File: src/rtl/dpram_n.sv
// dpram_n: simple dual-port storage array for queue_flags.
// One synchronous write port and one asynchronous read port, so the array
// maps onto distributed RAM. At LOG_DEPTH = 6 each data bit becomes one
// 64-deep dpram64 primitive.
module dpram_n #(
    parameter int WIDTH     = 32,
    parameter int LOG_DEPTH = 6
) (
    input  logic                 clk,
    input  logic                 we,
    input  logic [LOG_DEPTH-1:0] waddr,
    input  logic [WIDTH-1:0]     wdata,
    input  logic [LOG_DEPTH-1:0] raddr,
    output logic [WIDTH-1:0]     rdata
);
    localparam int DEPTH = 1 << LOG_DEPTH;

    logic [WIDTH-1:0] mem [DEPTH];

    // Write port: store wdata at waddr on the rising edge when enabled.
    always_ff @(posedge clk) begin
        if (we) begin
            mem[waddr] <= wdata;
        end
    end

    // The read port is combinational; the queue relies on this for fall-through.
    assign rdata = mem[raddr];
endmodule

File: src/rtl/queue_flags.sv
// queue_flags: first-word-fall-through FIFO with occupancy count and status flags.
// The flags come straight from the registered count. ovf and udf are
// registered one-cycle pulses that mark a push or pop that was dropped.
module queue_flags #(
    parameter int WIDTH       = 32,
    parameter int LOG_DEPTH   = 6,
    parameter int AFULL_LEVEL = 60
) (
    input  logic                 clk,
    input  logic                 rst,
    input  logic [WIDTH-1:0]     din,
    input  logic                 wr_en,
    input  logic                 rd_en,
    output logic [WIDTH-1:0]     dout,
    output logic                 empty,
    output logic                 full,
    output logic                 almost_full,
    output logic [LOG_DEPTH:0]   count,
    output logic                 ovf,
    output logic                 udf
);
    localparam int DEPTH = 1 << LOG_DEPTH;
    localparam logic [LOG_DEPTH:0] DEPTH_CNT = (LOG_DEPTH+1)'(DEPTH);
    localparam logic [LOG_DEPTH:0] AFULL_CNT = (LOG_DEPTH+1)'(AFULL_LEVEL);

    // Reject illegal parameter combinations when the design is elaborated.
    if (WIDTH < 1) begin : g_bad_width
        $error("queue_flags: WIDTH must be at least 1");
    end
    if (LOG_DEPTH < 2 || LOG_DEPTH > 10) begin : g_bad_log_depth
        $error("queue_flags: LOG_DEPTH must be in 2..10");
    end
    if (AFULL_LEVEL < 1 || AFULL_LEVEL > DEPTH) begin : g_bad_afull
        $error("queue_flags: AFULL_LEVEL must be in 1..DEPTH");
    end

    logic [LOG_DEPTH-1:0] ra;
    logic [LOG_DEPTH-1:0] wa;
    logic                 push;
    logic                 pop;

    // When the queue is full, a simultaneous pop frees a slot, so the push is
    // still accepted. Both requests are ignored while rst is high.
    assign push = !rst && wr_en && (!full || rd_en);
    assign pop  = !rst && rd_en && !empty;

    assign empty       = (count == '0);
    assign full        = (count == DEPTH_CNT);
    assign almost_full = (count >= AFULL_CNT);

    dpram_n #(
        .WIDTH     (WIDTH),
        .LOG_DEPTH (LOG_DEPTH)
    ) u_ram (
        .clk   (clk),
        .we    (push),
        .waddr (wa),
        .wdata (din),
        .raddr (ra),
        .rdata (dout)
    );

    // Advance the pointers and count, and register the drop pulses.
    always_ff @(posedge clk) begin
        if (rst) begin
            ra    <= '0;
            wa    <= '0;
            count <= '0;
            ovf   <= 1'b0;
            udf   <= 1'b0;
        end else begin
            if (push) begin
                wa <= wa + 1'b1;
            end
            if (pop) begin
                ra <= ra + 1'b1;
            end
            if (push && !pop) begin
                count <= count + 1'b1;
            end else if (pop && !push) begin
                count <= count - 1'b1;
            end
            ovf <= wr_en && !push;
            udf <= rd_en && !pop;
        end
    end
endmodule

File: config.mk
export PLATFORM = sky130hd
export DESIGN_NAME = queue_flags
export DESIGN_NICKNAME = d
export VERILOG_FILES = /design/src/rtl/dpram_n.sv /design/src/rtl/queue_flags.sv
export SDC_FILE = /design/constraint.sdc
export NUM_CORES = 2
export LEC_CHECK = 0
export CAP_MARGIN = 20
export CELL_PAD_IN_SITES_DETAIL_PLACEMENT = 0
export CELL_PAD_IN_SITES_GLOBAL_PLACEMENT = 1
export CORE_MARGIN = 1
export CORE_UTILIZATION = 47
export DETAILED_ROUTE_END_ITERATION = 6
export HOLD_SLACK_MARGIN = 0.05
export PLACE_DENSITY = 0.77
export SYNTH_ARGS = -nofsm -noshare
export SYNTH_HDL_FRONTEND = slang
export SYNTH_SLANG_ARGS = --single-unit
File: constraint.sdc
create_clock -name clk -period 3.9 [get_ports clk]
set_input_delay 0.78 -clock clk [delete_from_list [all_inputs] [get_ports clk]]
set_output_delay 0.78 -clock clk [all_outputs]
set_load 0.005 [all_outputs]
# Word-level counts from Yosys, hierarchy flattened
# Memory sizes are Yosys's and may differ from the RTL's. A register that Yosys moved wholly into a read port is not among the register bits.
# Index checks and enable logic that the tools add are counted.
[word_totals]
regBits = 21
ram_bits = 2048
input_bits = 36
output_inout_bits = 44
wordCells = 34
memories = 1
[classes]
n_addsub = 4
order_cmp = 1
n_eq_ne = 1
n_mux = 6
reduce_logical = 16
[memory_table]
columns = ["memory", "depth", "width", "rd", "rd_clocked_by_memory_dff", "wr", "line_no", "text"]
rows = [
  ["u_ram.mem", 64, 32, 1, 1, 1, "dpram_n.sv:18", "logic [WIDTH-1:0] mem [DEPTH];"],
]
[ops]
columns = ["cell", "count"]
rows = [
  ["7-bit two-way mux", 2],
  ["6-bit by 1-bit adder with 6-bit output, second input constant", 2],
  ["6-bit two-way mux", 2],
  ["1-bit logical AND", 8],
  ["7-bit by 1-bit adder with 7-bit output, second input constant", 1],
  ["7-bit == test, second input constant", 1],
  ["7-bit by 6-bit greater-or-equal comparator with 1-bit output, second input constant", 1],
  ["7-bit zero test", 1],
  ["7-bit by 1-bit subtractor with 7-bit output, second input constant", 1],
  ["1-bit zero test", 5],
  ["1-bit two-way mux", 2],
  ["2-bit nonzero test", 1],
  ["1-bit logical OR", 1],
]

# Longest topological paths before layout
[logic_depth]
word_depth = 8
ltp_mapped = 11
depth_no_buf = 11

# Cells and area by module
# From an unflattened synthesis, not the netlist that was laid out.
[hier_totals]
cells_unflattened = 3421
hier_area_um2 = 79090.9
[by_module_without_submodules]
columns = ["mod", "n_inst", "cells_each", "area_each_um2", "seq_area_each_um2"]
rows = [
  ["dpram_n", 1, 3292, 77874.7, 61499.0],
  ["queue_flags", 1, 129, 1216.2, 420.4],
]

# Worst setup path before layout
# No wires, ideal clock.
[synth_timing]
path_kind = "input-to-reg"
start = "input port rst"
end = "memory u_ram.mem[59][0] (enable)"
arrival_time_ns = 3.308
required_time_ns = 3.479
path_slack_ns = 0.171
cell_stages = 6
n_path_buf = 1
cell_sequence = "nand2b_1 a41oi_1 clkbuf_1 nor2b_1 nand3_1 nor2_1"
[synth_via]
elab_chain_cells = 5
[synth_rtl]
columns = ["element", "line_no", "text"]
rows = [
  ["start, declared", "queue_flags.sv:10", "input logic rst,"],
  ["1-bit zero test", "queue_flags.sv:44", "assign push = !rst && wr_en && (!full || rd_en);"],
  ["1-bit logical AND (2 in series)", "queue_flags.sv:44", ""],
  ["net push", "queue_flags.sv:39", "logic push;"],
  ["1-bit two-way mux", "dpram_n.sv:22", "if (we) begin"],
  ["1-bit two-way mux (not written as such)", "dpram_n.sv:23", "mem[waddr] <= wdata;"],
  ["end, declared", "dpram_n.sv:18", ""],
]
# The timed path passes the listed nets, and every way through them passes these cells.

==> reports/results.txt <==
TritonCTS built the clock tree. Summing every instance area after synthesis gives 78970 um^2. Dividing total power by cell area gives a power density of 549.1 nW/um^2. 80 I/O pins were placed.

The H-tree was split into 4 levels. Detailed routing inserted a total of 40030 vias. The leakage dissipation is 29.66 nW.

The clock passes through at most 3 buffers. Yosys mapped a number of flops with a built-in enable equal to 2048. The count of clock tree sinks is 2075.

The top cell types in the final layout, fill and taps aside, are 2048 x sky130_fd_sc_hd__edfxtp_1, 512 x sky130_fd_sc_hd__mux4_2, 264 x sky130_fd_sc_hd__buf_4. The number of maximum-capacitance constraint violations was 0; the area growth from synthesis to layout was 21.45%. For this block, the routed nets add up to 204000 um of wire. The starting density of the core is 0.4727. The path class of the tightest hold or removal check is in2reg.

The actual transition at the worst max-transition pin is 1.138 ns, and the number of placed instances, taps included is 5817. For this design, the CTS-stage hold fixing added 0 buffers. The checks that failed: DRC, setup timing. In the final routed layout, each cell accounts on average for 32.04 um. For the detailed-router iteration count before antenna repair, the log shows 7. Critical-path maximum fanout: 7.

The run gives 0.2429 GHz as the maximum clock frequency. The run finished, with violations left. STA puts the critical path data arrival time at 3.34 ns.

After synthesis the netlist holds a flip-flop and latch count of 2075. The most used flip-flop cell after synthesis is sky130_fd_sc_hd__edfxtp_1. The worst supply voltage drop on vdd came out at 541.9 uV.

For the count of yosys warnings during synthesis, the log shows 0. Final critical-path required period: 4.116 ns. The residual overflow from global routing was 0; the ratio of routed vias to standard cells was 6.288.

The async set-reset flop share out of synthesis is 0, and the final net count is 4051. The number of routed nets with antenna violations is 0, and the wire length of the first global-routing pass is 288700 um. The final-layout fill cell count came out at 11680. Clock root buffer master: sky130_fd_sc_hd__clkbuf_16. After detailed routing, the number of remaining DRC violations is 2.

Row count: 150. The run gives -3.155 ns as the setup total negative slack. STA classifies the critical path endpoint as a primary output. The share of the cycle needed by the critical path after routing was 1.055. The final HPWL from detailed placement came out at 109400 um. The run gives 8 as the initial antenna violation count.

Across the routed clock network, the largest skew measured is 0.04547 ns. Entering global routing, the biggest net connects 65 pins. Synthesis produced a netlist with a net count of 3464. The most common cell after layout, fill and taps aside was sky130_fd_sc_hd__edfxtp_1. The number of buffers inserted during clock tree synthesis is 195.

The count of routing violations after the opening detailed-route iteration is 4689. Setup repair after global routing could not meet its margin everywhere. After synthesis, the mean cell area works out to 23.10 um^2. Worst-case headroom to the max-slew limit: 0.2412.

After floorplanning, the core was sized to cover 167000 um^2. At the worst endpoint, the required time is 3.12 ns. In this run the tool buffered the top-level ports with 79 buffer cells. For the share of synthesized area occupied by flip-flops and latches, the log shows 0.7857. The number of cells in the finished layout apart from fillers is 6365, and the worst-skew pair later-pin latency is 0.86 ns.

The synthesized netlist contains 45 unique library cells. Synthesis produced 3419 cells. By area the synthesized netlist is led by sky130_fd_sc_hd__edfxtp_1 78%, sky130_fd_sc_hd__mux4_2 15%, sky130_fd_sc_hd__mux2i_1 1.1%. STA classifies the critical path startpoint as a register. The max-slew violation count is 0, and the total power of the final layout is 52.67 mW. The top-area cell type share of the netlist area is 0.7788. The share of final-layout standard cells stronger than drive strength 1 came out at 0.3919.

Clock-pin slew was measured on the worst setup and hold paths at 0.06 ns. The type of the worst setup path was reg2out. The height of the die was 411.9 um. The floorplan step defined a die boundary enclosing 169700 um^2.

The run gives 0 as the final number of hold-violating endpoints. At the end of routability-driven placement, the weighted congestion stood at 0.7782. Summed over all instances, the cell type with the most area after synthesis is sky130_fd_sc_hd__edfxtp_1.

The all-layer global routing usage was 0.2394; the via count of the first global-routing pass was 40030. Setup violations remaining at the end of the flow were counted as 32. The final setup slack of the worst path is -0.2163 ns. The floorplan step set the die width to 411.9 um.
==> area by class of cell <==
cell class,count,area [um^2],area share
Antenna cell,2,5.005,0.00005218
Clock buffer,246,5134,0.05353
Clock inverter,104,1057,0.01102
Inverter,6,22.52,0.0002348
Multi-Input combinational cell,1152,17910,0.1867
Sequential cell,2075,62050,0.6470
Tap cell,2204,2758,0.02875
Timing Repair Buffer,576,6972,0.07269
==> state kept, by name, summed over array words and instances (netlist names), named ones only <==
| register | flops |
|---|---|
| ovf | 1 |
| wa | 6 |
| ra | 6 |
| count | 7 |
| u_ram.mem | 2048 |
| udf | 1 |
==> synthesized netlist by cell type (13+ instances only) <==
cell	count
sky130_fd_sc_hd__o22ai_1	63
sky130_fd_sc_hd__buf_1	13
sky130_fd_sc_hd__a22o_1	39
sky130_fd_sc_hd__a21oi_1	83
sky130_fd_sc_hd__buf_4	42
sky130_fd_sc_hd__nand2_1	28
sky130_fd_sc_hd__a221oi_1	64
sky130_fd_sc_hd__mux4_2	512
sky130_fd_sc_hd__dfxtp_1	27
sky130_fd_sc_hd__nor2_1	123
sky130_fd_sc_hd__mux2i_1	90
sky130_fd_sc_hd__o221ai_1	24
sky130_fd_sc_hd__edfxtp_1	2048
sky130_fd_sc_hd__buf_2	55
sky130_fd_sc_hd__mux2_2	15
sky130_fd_sc_hd__clkbuf_1	66
==> routing by layer <==
layer | global-route usage | wire, um | up-vias
met1 | 0.3383 | 79060 | 21410
met4 | 0.06820 | 5403 | 8
met5 | 0 | 43 | -
met3 | 0.05058 | 20280 | 322
met2 | 0.3790 | 99170 | 2382
li1 | - | - | 15910
==> worst paths after layout <==
check / start / endpoint / slack (ns) / cells after the start
setup reg to reg: count[5] / count[6] / 0.83 / 12
hold / removal: din[2] / u_ram.mem[17][2] / 0.24 / 1
hold reg to reg: ra[1] / register / 0.54 / 2
setup / recovery: register / dout[14] / -0.22 / 12
==> cell families after synthesis <==
family                   count (synthesis)  synth area share
AND/OR/NAND/NOR                        213           0.01225
buffers and inverters                  192           0.01295
adder cells (fa/ha/maj)                  9          0.001521
AO/OA/AOI/OAI                          300           0.02662
XOR/XNOR                                13          0.001442
multiplexers                           617            0.1596
flip-flops                            2075            0.7857
==> critical path: stages (launching register included) <==
cell,delay (ns)
sky130_fd_sc_hd__dfxtp_4,0.40
sky130_fd_sc_hd__buf_12,0.16
sky130_fd_sc_hd__buf_16,0.17
sky130_fd_sc_hd__buf_12,0.17
sky130_fd_sc_hd__buf_12,0.14
sky130_fd_sc_hd__buf_6,0.09
sky130_fd_sc_hd__mux4_2,0.48
sky130_fd_sc_hd__mux2i_1,0.19
sky130_fd_sc_hd__a21oi_2,0.11
sky130_fd_sc_hd__a21oi_2,0.20
sky130_fd_sc_hd__buf_6,0.15
sky130_fd_sc_hd__a221oi_4,0.06
sky130_fd_sc_hd__buf_2,0.18
==> through the flow <==
| step | util | hold WS (ns) | area, um^2 | setup slack [ns] |
|---|---|---|---|---|
| detailed placement | 0.5106 | 0.5237 | 85280 | -0.008874 |
| finish | 0.5742 | 0.2443 | 95910 | -0.2163 |
| CTS | 0.5673 | 0.4929 | 94750 | -0.2468 |
| global placement | 0.5106 | 0.4898 | 85280 | -0.04419 |
| floorplan | - | 0.4714 | 78970 | 0.1710 |
| global route | 0.5741 | 0.2248 | 95900 | -0.2881 |
==> repair_timing <==
action	4_1_cts	5_1_grt
endpoints found under the setup margin	32	32
cloned	16	2
pin swaps	74	52
buffers inserted	122	47
resized for setup	454	78
==> power by group <==
part | switching (mW) | total, mW | internal [mW]
Combinational | 4.14 | 9.35 | 5.22
Sequential | 0.0945 | 24.7 | 24.6
Clock | 8.22 | 18.6 | 10.4
(Power assumes the default switching activity.)
